**src/rtl/decode_pkg.sv**
```systemverilog
// Shared decode definitions for the decode/immediate stage.
//   imm_src_t     : immediate format (I/S/B) carried with each instruction
//   stage_state_t : occupancy of the decode/execute register plus skid slot
//   entry_t       : one held instruction (instr, pc, imm, format, illegal)
//   op_supported  : true for opcodes this stage knows how to decode
//   op_immsrc     : immediate format for an opcode (I for unknown opcodes)
package decode_pkg;

  localparam int unsigned XLEN = 32;

  localparam logic [6:0] OpLoad   = 7'b0000011;
  localparam logic [6:0] OpImm    = 7'b0010011;
  localparam logic [6:0] OpJalr   = 7'b1100111;
  localparam logic [6:0] OpReg    = 7'b0110011;
  localparam logic [6:0] OpStore  = 7'b0100011;
  localparam logic [6:0] OpBranch = 7'b1100011;

  typedef enum logic [1:0] {
    ImmI = 2'b00,
    ImmS = 2'b01,
    ImmB = 2'b10
  } imm_src_t;

  typedef enum logic [1:0] {
    StEmpty = 2'b00,
    StFull  = 2'b01,
    StSkid  = 2'b10
  } stage_state_t;

  typedef struct packed {
    logic [XLEN-1:0] instr;
    logic [XLEN-1:0] pc;
    logic [XLEN-1:0] imm;
    imm_src_t        immsrc;
    logic            illegal;
  } entry_t;

  function automatic logic op_supported(input logic [6:0] op);
    return (op == OpLoad) || (op == OpImm) || (op == OpJalr) || (op == OpReg) ||
           (op == OpStore) || (op == OpBranch);
  endfunction

  function automatic imm_src_t op_immsrc(input logic [6:0] op);
    imm_src_t src;
    src = ImmI;
    if (op == OpStore) begin
      src = ImmS;
    end else if (op == OpBranch) begin
      src = ImmB;
    end
    return src;
  endfunction

endpackage

```
**src/rtl/sign_extend.sv**
```systemverilog
// Immediate extraction and sign extension for I, S and B formats.
// Ports:
//   instr_i  : instruction word
//   immsrc_i : immediate format selecting the bit scatter
//   imm_o    : sign-extended immediate (B format includes the implicit 0 LSB)
// Only DATA_WIDTH = 32 is supported.
module sign_extend
  import decode_pkg::*;
#(
  parameter int unsigned DATA_WIDTH = 32
) (
  input  logic [DATA_WIDTH-1:0] instr_i,
  input  imm_src_t              immsrc_i,
  output logic [DATA_WIDTH-1:0] imm_o
);

  // Opcode bits carry no immediate payload.
  logic unused_opcode;
  assign unused_opcode = ^instr_i[6:0];

  always_comb begin
    imm_o = '0;
    unique case (immsrc_i)
      ImmI:    imm_o = {{20{instr_i[31]}}, instr_i[31:20]};
      ImmS:    imm_o = {{20{instr_i[31]}}, instr_i[31:25], instr_i[11:7]};
      ImmB:    imm_o = {{19{instr_i[31]}}, instr_i[31], instr_i[7], instr_i[30:25],
                        instr_i[11:8], 1'b0};
      default: imm_o = '0;
    endcase
  end

endmodule

```
**src/rtl/decode_imm_stage.sv**
```systemverilog
// Decode/immediate stage: decodes the immediate format of the incoming instruction, builds
// its sign-extended immediate and registers it into the decode/execute register, with a
// one-entry skid buffer so an instruction accepted during a downstream stall is not lost.
// Ports:
//   clk, rst_n            : clock, asynchronous active-low reset
//   in_valid / in_ready   : upstream handshake (in_ready is purely registered)
//   in_instr, in_pc       : incoming instruction and its PC
//   stall                 : downstream hold request
//   flush                 : squash everything held, including a same-cycle accept
//   out_valid             : decode/execute register holds an instruction
//   out_instr/pc/imm      : registered instruction, PC and immediate
//   out_immsrc            : registered immediate format (00 I, 01 S, 10 B)
//   out_illegal           : registered unsupported-opcode flag
// Configuration macro DECODE_ILLEGAL_TRAP_EN: when defined, unsupported opcodes are flagged
// with out_illegal=1 and a zero immediate; otherwise they pass with I-format extension.
module decode_imm_stage
  import decode_pkg::*;
#(
  parameter int unsigned DATA_WIDTH = 32
) (
  input  logic                  clk,
  input  logic                  rst_n,
  input  logic                  in_valid,
  output logic                  in_ready,
  input  logic [DATA_WIDTH-1:0] in_instr,
  input  logic [DATA_WIDTH-1:0] in_pc,
  input  logic                  stall,
  input  logic                  flush,
  output logic                  out_valid,
  output logic [DATA_WIDTH-1:0] out_instr,
  output logic [DATA_WIDTH-1:0] out_pc,
  output logic [DATA_WIDTH-1:0] out_imm,
  output logic [1:0]            out_immsrc,
  output logic                  out_illegal
);

  stage_state_t state_q, state_d;
  entry_t       out_q, out_d;
  entry_t       skid_q, skid_d;
  logic         ready_q, ready_d;

  imm_src_t              dec_immsrc;
  logic                  dec_illegal;
  logic [DATA_WIDTH-1:0] ext_imm;
  entry_t                in_entry;
  logic                  accept;

  always_comb begin
    dec_immsrc = op_immsrc(in_instr[6:0]);
`ifdef DECODE_ILLEGAL_TRAP_EN
    dec_illegal = !op_supported(in_instr[6:0]);
`else
    dec_illegal = 1'b0;
`endif
  end

  sign_extend #(
    .DATA_WIDTH(DATA_WIDTH)
  ) u_sign_extend (
    .instr_i (in_instr),
    .immsrc_i(dec_immsrc),
    .imm_o   (ext_imm)
  );

  always_comb begin
    in_entry.instr   = in_instr;
    in_entry.pc      = in_pc;
    in_entry.imm     = dec_illegal ? '0 : ext_imm;
    in_entry.immsrc  = dec_illegal ? ImmI : dec_immsrc;
    in_entry.illegal = dec_illegal;
  end

  assign accept = in_valid & ready_q;

  always_comb begin
    state_d = state_q;
    out_d   = out_q;
    skid_d  = skid_q;

    unique case (state_q)
      StEmpty: begin
        // Stall is irrelevant here: nothing is presented downstream.
        if (accept) begin
          out_d   = in_entry;
          state_d = StFull;
        end
      end
      StFull: begin
        if (!stall) begin
          if (accept) begin
            out_d = in_entry;
          end else begin
            state_d = StEmpty;
          end
        end else if (accept) begin
          skid_d  = in_entry;
          state_d = StSkid;
        end
      end
      StSkid: begin
        if (!stall) begin
          out_d   = skid_q;
          state_d = StFull;
        end
      end
      default: state_d = StEmpty;
    endcase

    // Flush wins: drop both held entries and anything accepted this cycle.
    if (flush) begin
      state_d = StEmpty;
      out_d   = out_q;
      skid_d  = skid_q;
    end
  end

  // Ready is registered from the next state so it never depends on same-cycle inputs,
  // and stays low until the first edge after reset.
  assign ready_d = (state_d != StSkid);

  always_ff @(posedge clk or negedge rst_n) begin
    if (!rst_n) begin
      state_q <= StEmpty;
      out_q   <= '0;
      skid_q  <= '0;
      ready_q <= 1'b0;
    end else begin
      state_q <= state_d;
      out_q   <= out_d;
      skid_q  <= skid_d;
      ready_q <= ready_d;
    end
  end

  assign in_ready    = ready_q;
  assign out_valid   = (state_q != StEmpty);
  assign out_instr   = out_q.instr;
  assign out_pc      = out_q.pc;
  assign out_imm     = out_q.imm;
  assign out_immsrc  = out_q.immsrc;
  assign out_illegal = out_q.illegal;

endmodule

```
**config.mk**
```make
export PLATFORM = sky130hd
export DESIGN_NAME = decode_imm_stage
export DESIGN_NICKNAME = d
export VERILOG_FILES = /design/src/rtl/decode_pkg.sv /design/src/rtl/sign_extend.sv /design/src/rtl/decode_imm_stage.sv
export SDC_FILE = /design/constraint.sdc
export NUM_CORES = 1
export LEC_CHECK = 0
export BUFFER_PORTS_ARGS = -buffer_cell sky130_fd_sc_hd__buf_2
export CORE_MARGIN = 10
export CORE_UTILIZATION = 45
export CTS_BUF_LIST = sky130_fd_sc_hd__clkbuf_16
export DETAILED_ROUTE_END_ITERATION = 10
export GPL_TIMING_DRIVEN = 0
export HOLD_SLACK_MARGIN = 0.1
export PLACE_DENSITY_LB_ADDON = 0.2
export SETUP_SLACK_MARGIN = 0.4
export SYNTH_ARGS = -nofsm -noshare
export SYNTH_HDL_FRONTEND = slang
export SYNTH_HIERARCHICAL = 1
export SYNTH_SLANG_ARGS = --single-unit
```
**constraint.sdc**
```tcl
create_clock -name clk -period 2.2 [get_ports clk]
set_input_delay 0.22 -clock clk [delete_from_list [all_inputs] [get_ports clk]]
set_output_delay 0.22 -clock clk [all_outputs]
set_load 0.005 [all_outputs]
```
==> metrics.txt <==
signal arrival time at the worst endpoint 2180 ps; unrepaired setup endpoints after global routing true; Top Ports 170; CP max-delay cell sky130_fd_sc_hd__or3b_4; Area Growth Syn to Fin 42.99%; kind of end point of the critical path register; standby leakage power 5.980 nW; R2R Path Start state_q[1]$_DFF_PN0_; Yosys top cell by area sky130_fd_sc_hd__dfrtp_1; 1st-pass router iterations 5; area taken by multi-input logic gates 3769 um^2; Post-layout nets ~1000; CTS clock-pin slew for the worst setup and hold paths approximately 70 ps; post-route minimum period roughly 1800 ps; power per standard cell area 874.8 nW/um^2; number of pins with negative max-slew slack in the final report 0; layout cells sized above 1 49.50%; largest net degree at the start of global routing 112; Final Hold Fails 0; Rel. slew slack 54.64%; Routed WL 22810 um; worst min-delay path category primary input to register; clock latency of the later-clocked register in the worst-skew pair between 400 and 500 ps; type of element launching the critical path register; required time reported for the critical path endpoint between 2000 and 3000 ps; Setup-failing EPs final 0; CTS sink count between 150 and 200; Antenna Cells 0; number of flip-flops and latches in the synthesized netlist around 200; area of the mapped netlist around 8600 um^2; initial core utilization between 40 and 50%; Finished Layout Cells 1226; Post-Syn Nets roughly 770; Worst Path Buf+Inv 4; slowest cell delay on critical path 420 ps; overall die area 25110 um^2; Final period util 82.85%; destination of the worst register-to-register timing path out_imm[17]$_DFFE_PN0P_; core box area 18770 um^2; highest fanout seen on the critical path 5; Final Util 65.72%; H-tree depth 4; most frequent standard cell in the layout excluding fill and tap cells sky130_fd_sc_hd__dfrtp_1; leading cell types in the layout, fill and taps excluded sky130_fd_sc_hd__dfrtp_1 (199), sky130_fd_sc_hd__buf_2 (169), sky130_fd_sc_hd__mux2i_1 (101); part of the power in the clock network 30.3%; DR WL/cell approximately 19 um; highest clock frequency the design can meet 548.6 MHz; first-pass GRT wire length approximately 35000 um; Rows 50; Yosys warning count 6; Top delay family on crit path buffers and inverters; Reg area 4980 um^2; vias in the first global route 6344; chip height 158.5 um; GRT Overall Usage approximately 18%; part of the total power dissipated in combinational logic 22.5%; transition at the pin with the smallest max-transition slack 680.4 ps; number of CTS-inserted buffers 17; routability congestion estimate from global placement approximately 0.74; number of instances in the placed design 1103; deepest clock path buffer count 2; via-per-instance ratio just over 5; launching instance or port of the critical path state_q[1]$_DFF_PN0_; Synth area leaders sky130_fd_sc_hd__dfrtp_1 (58%), sky130_fd_sc_hd__mux2i_1 (12%), sky130_fd_sc_hd__mux2_2 (12%), sky130_fd_sc_hd__a21oi_1 (5.7%), sky130_fd_sc_hd__nor2_1 (4.5%); largest voltage drop on the vdd net 0.0005579 V; result of the run finished, final reports clean; kind of critical path register to register; part of the Yosys area used for sequential elements 57.73%; post-synthesis instance total 700; internal power of the cells slightly below 8 mW; hold_sp in_instr[6]; critical-path cell list or3b_4, a31oi_4, buf_6, buf_12, buf_16, clkbuf_16, nor2_4, a21oi_2; TritonCTS clock tree yes; switch share a little over a quarter; overall die width about 160 um; instance count along the most critical hold path 2; Sequential Power Share between 40 and 50%; Port Buffers 168; Register-to-Register Path Depth 8; final global-route overflow total 0; remaining number of nets flagged by the antenna check after routing 0; number of inserted filler cells in the final layout between 1000 and 1500; HPWL reported at the end of detailed placement ~15000 um; clock skew after layout 7.753 ps; Syn Area/Cell 12.32 um^2; minimum setup slack among reg-to-reg paths 380 ps; maxcap violations 0; library cells used by synthesis 31; endpoint of the worst hold-timing path skid_q[73]$_DFFE_PN0P_; net switching power 2.943 mW; Detailed Route Iter0 Violations about 240; Clk Tree Root Cell sky130_fd_sc_hd__clkbuf_16; antenna violations before repair 0; area share of the leading cell type in the synthesized netlist 57.73%; number of remaining DRC errors 0; total via count in the routed design between 6000 and 7000
## layer usage
layer	wire, um	global-route usage [%]	vias up
met5	0	0	-
met4	192	3.882	0
met2	10700	27.33	141
met3	1355	5.370	14
met1	10560	24.04	3158
li1	-	-	2975
## through the flow
| step | hold slack, ps | power (mW) | TNS (ps) | setup slack (ps) | instance area, um^2 |
|---|---|---|---|---|---|
| 2_1_floorplan | -75.59 | 6.104 | 0 | 405.8 | 8652 |
| 3_3_place_gp | 443.6 | 6.916 | -513610 | -2598 | 9786 |
| 3_5_place_dp | 278.1 | 7.001 | -12.96 | -12.96 | 9823 |
| 4_1_cts | 35.19 | 10.52 | 0 | 371.0 | 11490 |
| 5_1_grt | 123.3 | 11.38 | 0 | 312.6 | 12330 |
| 6_report | 131.4 | 10.79 | 0 | 377.3 | 12330 |
## state kept, by name (all words and copies together) (netlist names)
name / count
out_pc: 32
skid_q: 98
state_q: 2
out_imm: 32
in_ready: 1
out_instr: 32
out_immsrc: 2
## layout make-up
cell class              instances  area share [%]
inverters                       2         0.06086
plain buffers                  65           5.386
clock buffers                  17           3.449
clock inverters                14           1.481
multi-input cells             434           30.55
repair buffers                261           16.32
well taps                     234           2.374
flip-flops and latches        199           40.37
## repair_timing
item / in CTS / in global routing
hold buffers: 64 / 1
gates cloned: 4 / 8
buffers inserted: 10 / 5
gates resized for setup: 72 / 154
endpoints found under the setup margin: 198 / 189
hold endpoints to repair: 157 / 1
pin swaps: 1 / 4
## synthesized netlist by cell type
cell and count:
sky130_fd_sc_hd__o21bai_1 1, sky130_fd_sc_hd__buf_1 3, sky130_fd_sc_hd__o21ai_0 1, sky130_fd_sc_hd__a21oi_1 99, sky130_fd_sc_hd__buf_6 2, sky130_fd_sc_hd__nand4bb_1 2
sky130_fd_sc_hd__mux2_2 89, sky130_fd_sc_hd__and3_1 1, sky130_fd_sc_hd__nand2b_1 2, sky130_fd_sc_hd__and2_1 6, sky130_fd_sc_hd__mux2i_1 103, sky130_fd_sc_hd__clkbuf_1 9
sky130_fd_sc_hd__nor4b_1 1, sky130_fd_sc_hd__nand3_1 1, sky130_fd_sc_hd__o2bb2ai_1 4, sky130_fd_sc_hd__buf_2 25, sky130_fd_sc_hd__nor2_1 103, sky130_fd_sc_hd__inv_1 2
sky130_fd_sc_hd__buf_4 26, sky130_fd_sc_hd__dfrtp_1 199, sky130_fd_sc_hd__a31oi_4 1, sky130_fd_sc_hd__nor3_1 1, sky130_fd_sc_hd__or2_2 1, sky130_fd_sc_hd__nand3b_1 1
sky130_fd_sc_hd__a31oi_1 1, sky130_fd_sc_hd__nand2_1 3, sky130_fd_sc_hd__nor2b_4 1, sky130_fd_sc_hd__or3b_1 1, sky130_fd_sc_hd__or4b_2 1, sky130_fd_sc_hd__mux2_1 9
sky130_fd_sc_hd__conb_1 1
## power groups by stage
stage	clock network, mW	logic [mW]	registers [mW]
after floorplan	0	1.06	5.04
after global placement	0	1.87	5.05
after detailed placement	0	1.92	5.08
after CTS	3.35	2.15	5.02
after global routing	3.51	2.67	5.20
final	3.27	2.43	5.09
## cells by family after synthesis
| group | after synthesis | synth area share (%) |
|---|---|---|
| AO/OA/AOI/OAI | 107 | 6.614 |
| buffers and inverters | 67 | 4.584 |
| flip-flops | 199 | 57.73 |
| multiplexers | 201 | 24.75 |
| other | 1 | 0.04347 |
| AND/OR/NAND/NOR | 125 | 6.281 |
## worst max-delay path by stage
stage	end	slack, ps	depth (start not counted)
5_1_grt	out_imm[11]$_DFFE_PN0P_	310	9
2_1_floorplan	skid_q[16]$_DFFE_PN0P_	410	6
4_1_cts	skid_q[62]$_DFFE_PN0P_	370	6
3_5_place_dp	out_pc[29]$_DFFE_PN0P_	-10	5
6_report	out_imm[17]$_DFFE_PN0P_	380	8
3_3_place_gp	skid_q[43]$_DFFE_PN0P_	-2600	1
## worst register-to-register path: stages (launching register included)
cell                        delay (ps)
sky130_fd_sc_hd__dfrtp_1           410
sky130_fd_sc_hd__or3b_4            420
sky130_fd_sc_hd__a31oi_4           180
sky130_fd_sc_hd__buf_6             150
sky130_fd_sc_hd__buf_12            130
sky130_fd_sc_hd__buf_16            150
sky130_fd_sc_hd__clkbuf_16         180
sky130_fd_sc_hd__nor2_4             40
sky130_fd_sc_hd__a21oi_2           100
No activity file was read; power rests on OpenSTA's default activity.
